==> src/rtl/oserdes_ctrl_pkg.sv <==
// Shared types and constants for the O_SERDES TX bring-up controller.
// Trim constants only matter when OSERDES_CTRL_TAP_TRIM_EN is defined.
package oserdes_ctrl_pkg;

  typedef enum logic [2:0] {
    WAIT_LOCK,
    HOLD,
    DLOAD,
    TRIM,
    RUN
  } state_t;

  localparam int TAP_W          = 6;
  localparam int SETTLE_CYCLES  = 3;
  localparam int MAX_TRIM_STEPS = 64;

  // Bits needed to count from 0 up to n inclusive.
  function automatic int cnt_w(input int n);
    return (n < 2) ? 1 : $clog2(n + 1);
  endfunction

endpackage

==> src/rtl/oserdes_ctrl_fifo2.sv <==
// Two-entry word buffer between the fabric stream and the serializer.
// Flush empties it in one cycle; push when full and pop when empty are ignored.
module oserdes_ctrl_fifo2
  import oserdes_ctrl_pkg::*;
#(
  parameter int WIDTH = 4
) (
  input  logic             clk,
  input  logic             rst,
  input  logic             flush,
  input  logic             push,
  input  logic             pop,
  input  logic [WIDTH-1:0] din,
  output logic [WIDTH-1:0] dout,
  output logic             full,
  output logic             empty
);

  logic [WIDTH-1:0] mem [2];
  logic             wr_ptr;
  logic             rd_ptr;
  logic [1:0]       count;
  logic             do_push;
  logic             do_pop;

  assign do_push = push & ~full;
  assign do_pop  = pop & ~empty;
  assign full    = (count == 2'd2);
  assign empty   = (count == 2'd0);
  assign dout    = mem[rd_ptr];

  always_ff @(posedge clk or posedge rst) begin
    if (rst) begin
      mem[0] <= '0;
      mem[1] <= '0;
      wr_ptr <= 1'b0;
      rd_ptr <= 1'b0;
      count  <= 2'd0;
    end else if (flush) begin
      wr_ptr <= 1'b0;
      rd_ptr <= 1'b0;
      count  <= 2'd0;
    end else begin
      if (do_push) begin
        mem[wr_ptr] <= din;
        wr_ptr      <= ~wr_ptr;
      end
      if (do_pop) begin
        rd_ptr <= ~rd_ptr;
      end
      count <= count + {1'b0, do_push} - {1'b0, do_pop};
    end
  end

endmodule

==> src/rtl/oserdes_tx_ctrl.sv <==
// Bring-up sequencer and word feeder for one O_SERDES TX channel.
// Define OSERDES_CTRL_TAP_TRIM_EN to add the TAP_TARGET port and TRIM state.
module oserdes_tx_ctrl
  import oserdes_ctrl_pkg::*;
#(
  parameter int               WIDTH       = 4,
  parameter int               LOCK_STABLE = 16,
  parameter int               RST_CYCLES  = 8,
  parameter int               LOAD_DIV    = 1,
  parameter logic [WIDTH-1:0] IDLE_WORD   = '0
) (
  input  logic             CLK,
  input  logic             RST,
  input  logic             PLL_LOCK,
  input  logic [WIDTH-1:0] S_DATA,
  input  logic             S_VALID,
  output logic             S_READY,
  output logic [WIDTH-1:0] SERDES_D,
  output logic             SERDES_RST,
  output logic             LOAD_WORD,
  output logic             OE,
  output logic             CLK_EN,
  output logic             DLY_LOAD,
  output logic             DLY_ADJ,
  output logic             DLY_INCDEC,
  input  logic [5:0]       DLY_TAP_VALUE,
`ifdef OSERDES_CTRL_TAP_TRIM_EN
  input  logic [5:0]       TAP_TARGET,
`endif
  output logic             LINK_UP,
  output logic             UNDERRUN
);

  localparam int LCW = cnt_w(LOCK_STABLE);
  localparam int HCW = cnt_w(RST_CYCLES);
  localparam logic [LCW-1:0] LOCK_LAST = LCW'(LOCK_STABLE - 1);
  localparam logic [HCW-1:0] HOLD_LAST = HCW'(RST_CYCLES - 1);
  localparam logic [3:0]     DIV_LAST  = 4'(LOAD_DIV - 1);

  state_t           state;
  state_t           next;
  logic             lock_meta;
  logic             lock_sync;
  logic             lock_lost;
  logic [LCW-1:0]   lock_cnt;
  logic [HCW-1:0]   hold_cnt;
  logic [3:0]       div_cnt;
  logic             strobe;
  logic             f_push;
  logic             f_pop;
  logic             f_full;
  logic             f_empty;
  logic [WIDTH-1:0] f_dout;

  always_ff @(posedge CLK or posedge RST) begin
    if (RST) begin
      lock_meta <= 1'b0;
      lock_sync <= 1'b0;
    end else begin
      lock_meta <= PLL_LOCK;
      lock_sync <= lock_meta;
    end
  end

  // Lock loss overrides every state except WAIT_LOCK itself.
  assign lock_lost = (state != WAIT_LOCK) & ~lock_sync;

`ifdef OSERDES_CTRL_TAP_TRIM_EN
  logic [1:0] settle;
  logic [6:0] steps;
  logic       trim_done;
  logic       adj_fire;

  assign trim_done = (settle == 2'd0) &
                     ((DLY_TAP_VALUE == TAP_TARGET) |
                      (steps == 7'(MAX_TRIM_STEPS)));
  assign adj_fire   = (state == TRIM) & lock_sync &
                      (settle == 2'd0) & ~trim_done;
  assign DLY_ADJ    = adj_fire;
  assign DLY_INCDEC = adj_fire & (TAP_TARGET > DLY_TAP_VALUE);

  always_ff @(posedge CLK or posedge RST) begin
    if (RST) begin
      settle <= 2'd0;
      steps  <= 7'd0;
    end else if (state != TRIM || lock_lost) begin
      settle <= 2'd0;
      steps  <= 7'd0;
    end else if (adj_fire) begin
      settle <= 2'(SETTLE_CYCLES);
      steps  <= steps + 7'd1;
    end else if (settle != 2'd0) begin
      settle <= settle - 2'd1;
    end
  end
`else
  logic unused_tap;

  assign unused_tap = ^DLY_TAP_VALUE;
  assign DLY_ADJ    = 1'b0;
  assign DLY_INCDEC = 1'b0;
`endif

  always_ff @(posedge CLK or posedge RST) begin
    if (RST) begin
      lock_cnt <= '0;
      hold_cnt <= '0;
    end else begin
      lock_cnt <= (state == WAIT_LOCK && lock_sync) ?
                  lock_cnt + 1'b1 : '0;
      hold_cnt <= (state == HOLD && !lock_lost) ?
                  hold_cnt + 1'b1 : '0;
    end
  end

  always_ff @(posedge CLK or posedge RST) begin
    if (RST) state <= WAIT_LOCK;
    else     state <= next;
  end

  always_comb begin
    next       = state;
    SERDES_RST = 1'b1;
    CLK_EN     = 1'b0;
    OE         = 1'b0;
    LINK_UP    = 1'b0;
    DLY_LOAD   = 1'b0;
    unique case (state)
      WAIT_LOCK: begin
        if (lock_sync && lock_cnt == LOCK_LAST) next = HOLD;
      end
      HOLD: begin
        CLK_EN = 1'b1;
        if (hold_cnt == HOLD_LAST) next = DLOAD;
      end
      DLOAD: begin
        SERDES_RST = 1'b0;
        CLK_EN     = 1'b1;
        DLY_LOAD   = 1'b1;
`ifdef OSERDES_CTRL_TAP_TRIM_EN
        next = TRIM;
`else
        next = RUN;
`endif
      end
      TRIM: begin
        SERDES_RST = 1'b0;
        CLK_EN     = 1'b1;
`ifdef OSERDES_CTRL_TAP_TRIM_EN
        if (trim_done) next = RUN;
`else
        next = RUN;
`endif
      end
      RUN: begin
        SERDES_RST = 1'b0;
        CLK_EN     = 1'b1;
        OE         = 1'b1;
        LINK_UP    = 1'b1;
      end
      default: next = WAIT_LOCK;
    endcase
    if (lock_lost) next = WAIT_LOCK;
  end

  assign S_READY = (state == RUN) & ~f_full;
  assign strobe  = (state == RUN) & lock_sync & (div_cnt == DIV_LAST);
  assign f_push  = S_VALID & S_READY;
  assign f_pop   = strobe & ~f_empty;

  oserdes_ctrl_fifo2 #(
    .WIDTH(WIDTH)
  ) u_fifo (
    .clk  (CLK),
    .rst  (RST),
    .flush(lock_lost),
    .push (f_push),
    .pop  (f_pop),
    .din  (S_DATA),
    .dout (f_dout),
    .full (f_full),
    .empty(f_empty)
  );

  // Word and strobe are registered together so they reach the serializer aligned.
  always_ff @(posedge CLK or posedge RST) begin
    if (RST) begin
      div_cnt   <= 4'd0;
      SERDES_D  <= IDLE_WORD;
      LOAD_WORD <= 1'b0;
      UNDERRUN  <= 1'b0;
    end else if (state != RUN || lock_lost) begin
      div_cnt   <= 4'd0;
      SERDES_D  <= IDLE_WORD;
      LOAD_WORD <= 1'b0;
      UNDERRUN  <= 1'b0;
    end else if (strobe) begin
      div_cnt   <= 4'd0;
      SERDES_D  <= f_empty ? IDLE_WORD : f_dout;
      LOAD_WORD <= 1'b1;
      UNDERRUN  <= f_empty;
    end else begin
      div_cnt   <= div_cnt + 4'd1;
      LOAD_WORD <= 1'b0;
      UNDERRUN  <= 1'b0;
    end
  end

endmodule

==> config.mk <==
export PLATFORM = sky130hd
export DESIGN_NAME = oserdes_tx_ctrl
export DESIGN_NICKNAME = d
export VERILOG_FILES = /design/src/rtl/oserdes_ctrl_pkg.sv /design/src/rtl/oserdes_ctrl_fifo2.sv /design/src/rtl/oserdes_tx_ctrl.sv
export SDC_FILE = /design/constraint.sdc
export NUM_CORES = 1
export LEC_CHECK = 0
export ABC_AREA = 1
export BUFFER_PORTS_ARGS = -buffer_cell sky130_fd_sc_hd__buf_4
export CORE_MARGIN = 5
export CORE_UTILIZATION = 40
export CTS_CLUSTER_DIAMETER = 50
export DETAILED_ROUTE_END_ITERATION = 8
export GPL_TIMING_DRIVEN = 0
export REMOVE_ABC_BUFFERS = 1
export SLEW_MARGIN = 20
export SYNTH_ARGS = -nofsm -noshare
export SYNTH_HDL_FRONTEND = slang
export SYNTH_SLANG_ARGS = --single-unit
==> constraint.sdc <==
create_clock -name CLK -period 5.3 [get_ports CLK]
set_input_delay 0 -clock CLK [delete_from_list [all_inputs] [get_ports CLK]]
set_output_delay 0 -clock CLK [all_outputs]
set_load 0.01 [all_outputs]
==> impl_metrics.yaml <==
hold_path:
  worstHoldStart: "S_VALID"
  hold_path.class: "in -> reg"
  min_to: "u_fifo.mem[5]$_DFFE_PP0P_"
  hold-path-cell-count: 5
clocking:
  postCtsHoldBufs: 6
  ctsHtreeMaxLevel: 2
  postCtsSetupBuffers: 0
  insertion_delay_ns: 0.28
  cts_root_buffer: "clkbuf_8"
  max-clock-path-buffers: 2
  clk_pin_slew_ns: 0.07
  cts_resized: 0
  cts_tree: "yes"
  cts_buffers: 5
  cts_sinks: 36
yosys:
  yosys.area_share.adder_pct: 5.11
  post_synth_mux_area_share_pct: 0
  synth_cell_types: 28
  synth_simple_gate_area_share_pct: 27.8
  ys_warn_count: 0
  synth_area_sq_mm: 0.00171
  synth_compound_area_share_pct: 3.80
  avgSynthCellArea_sq_um: 9.02
  synth_top_family_by_area: "simple AND/OR/NAND/NOR gates"
  synth_xor_area_share_pct: 2.56
  netlist_instances: 190
  yosysSeqAreaShare_pct: 52.6
  ys_ff_latch: 36
routing:
  wl_per_cell_um: 10.5
  drt_iter0_markers: 73
  dr.pass1.iters: 4
  vias: 1234
  viasPerCell: 4.55
  routed_wl_um: 2850
  drc: 0
  drtAntennaViolNets: 0
layout:
  area_growth_syn_to_layout_pct: 20.2
  fin_area_sq_mm: 0.00206
  layout-drive-gt1-share_pct: 17.6
  layout_commonest_cell: "nand2_1"
  fillers: 405
  multi_input_area_sq_um: 679
  diodes: 0
  ff_latch_area_sq_um: 901
  num-nets-final: 241
  final_cell_mix: "nand2_1, dfrtp_1, inv_1"
die:
  rows: 23
  fp.dieW_um: 75.4
  core_area_sq_mm: 0.00409
  boundaryPins: 28
  start_util_pct: 41.9
  design.die.area_sq_mm: 0.00569
  die_y_um: 75.4
power:
  comb_power_share_pct: 25.6
  p_per_area_mw_per_mm2: 351
  switchingPower_mw: 0.233
  switching_share_pct: 32.3
  seq_power_share_pct: 47.1
  pwr-share-clk_pct: 27.2
  peakVddDrop_uv: 141
  power.leakage_nw: 1.10
  power.internal_mw: 0.489
global_route:
  grt_max_degree: 29
  track_usage_pct: 12.2
  overflow: 0
  grt_pass1_wl_um: 5150
  grt_pass1_vias: 1191
  antenna_found_initial: 0
timing:
  post-route-period-util_pct: 33.9
  fin_skew_ns: 0.00293
  rsz0062_at_grt: "no"
  setup_slack_ns: 3.50
  finalHoldViolations: 0
  finalSetupViolCount: 0
  maxSlewViolCount: 0
  fin_setup_tns_ns: 0
  fin_crit_ns: 1.80
  fmax_mhz: 556
worst_setup_path:
  endpoint_kind: "flip-flop"
  cp.arrival_ns: 1.98
  reg2regPathDepth: 10
  r2r_slack_ns: 3.50
  crit_fanout: 8
  critPathRequiredTime_ns: 5.48
  crit_type: "reg -> reg"
  crit_path_start_kind: "flip-flop"
  reg2reg_to: "u_fifo.count[1]$_DFF_PP0_"
  rr_startpoint: "state[0]$_DFFE_PP0P_"
placed_design:
  dp_hpwl_um: 2130
  portBuffers: 19
  place_area_sq_mm: 0.00191
  dp_worst_setup_slack_ns: 3.50
  routabilityCongestion: 0.726
run_status:
  status: "finished clean"
run:
  drv_cap: 0
[layout make-up]
type                            instances  area share, %
Inverter                               27           4.98
Timing Repair Buffer                   26           10.8
Clock buffer                            8           4.38
Tap cell                               50           3.04
Multi-Input combinational cell        124           33.0
Sequential cell                        36           43.8
[cells in the mapped netlist (all sizes together)]
library cell	count	area [sq um]
a21boi	1	11.3
a21oi	4	31.3
buf	4	33.8
clkinv	1	5.00
conb	1	3.75
dfrtp	36	901
ha	7	87.6
inv	26	97.6
nand2	57	231
nand3	15	87.6
nand3b	1	7.51
nand4	3	18.8
nor2	21	96.3
nor3	3	26.3
nor3b	1	7.51
o21ai	3	15.0
o31ai	1	7.51
xnor2	2	17.5
xor2	3	26.3
[power groups by stage]
stage	combinational (mW)	clock (mW)	sequential, mW
after floorplan	0.137	0	0.339
after global placement	0.182	0	0.344
after detailed placement	0.186	0	0.345
after CTS	0.189	0.203	0.340
after global routing	0.215	0.215	0.345
final	0.185	0.197	0.340
[worst max-delay path: stages, from the launching register on]
cell and delay [ns]:
dfrtp_1 0.42, nor2_4 0.21, nand3_4 0.16, nor2_4 0.14, nand2_2 0.07, clkinv_2 0.08
ha_1 0.23, inv_1 0.06, ha_1 0.14, xor2_1 0.14, nor2_1 0.05
[routing by layer]
metal / wire length, um / up-vias / GRT usage, %
met3: 124 / 5 / 3.96
met1: 1360 / 570 / 15.5
met2: 1280 / 16 / 18.0
met5: 0 / - / 0
met4: 76 / 0 / 7.18
li1: - / 643 / -
[cell families (layout without fill, tap and decap cells)]
family / after synthesis / count (layout)
compound gates: 9 / 9
xor+xnor: 5 / 5
fa+ha+maj: 7 / 7
buf+inv: 31 / 61
flops: 36 / 36
other cells: 1 / 2
simple gates: 101 / 101
[registers in the layout, summed over array words and instances (netlist names), 2 cells and up]
name,cells
div_cnt,4
u_fifo.mem,8
state,3
lock_cnt,5
u_fifo.count,2
hold_cnt,4
SERDES_D,4
[through the flow]
step | instances | util (%) | hold slack [ns] | total power, mW
after floorplan | 187 | - | 0.0314 | 0.476
after global placement | 256 | 46.2 | 0.110 | 0.526
after detailed placement | 257 | 46.7 | -0.0672 | 0.530
after CTS | 271 | 50.4 | 0.151 | 0.732
after global routing | 271 | 50.4 | 0.178 | 0.775
final | 271 | 50.4 | 0.156 | 0.722
[worst max-delay path by stage]
stage / start / endpoint / cells after the start
2_1_floorplan: div_cnt[0]$_DFF_PP0_ / u_fifo.count[1]$_DFF_PP0_ / 11
3_3_place_gp: state[0]$_DFFE_PP0P_ / u_fifo.count[1]$_DFF_PP0_ / 10
3_5_place_dp: state[0]$_DFFE_PP0P_ / u_fifo.count[1]$_DFF_PP0_ / 10
4_1_cts: state[0]$_DFFE_PP0P_ / u_fifo.count[1]$_DFF_PP0_ / 10
5_1_grt: div_cnt[0]$_DFF_PP0_ / u_fifo.count[1]$_DFF_PP0_ / 11
6_report: state[0]$_DFFE_PP0P_ / u_fifo.count[1]$_DFF_PP0_ / 10
No activity file was read; power rests on OpenSTA's default activity.
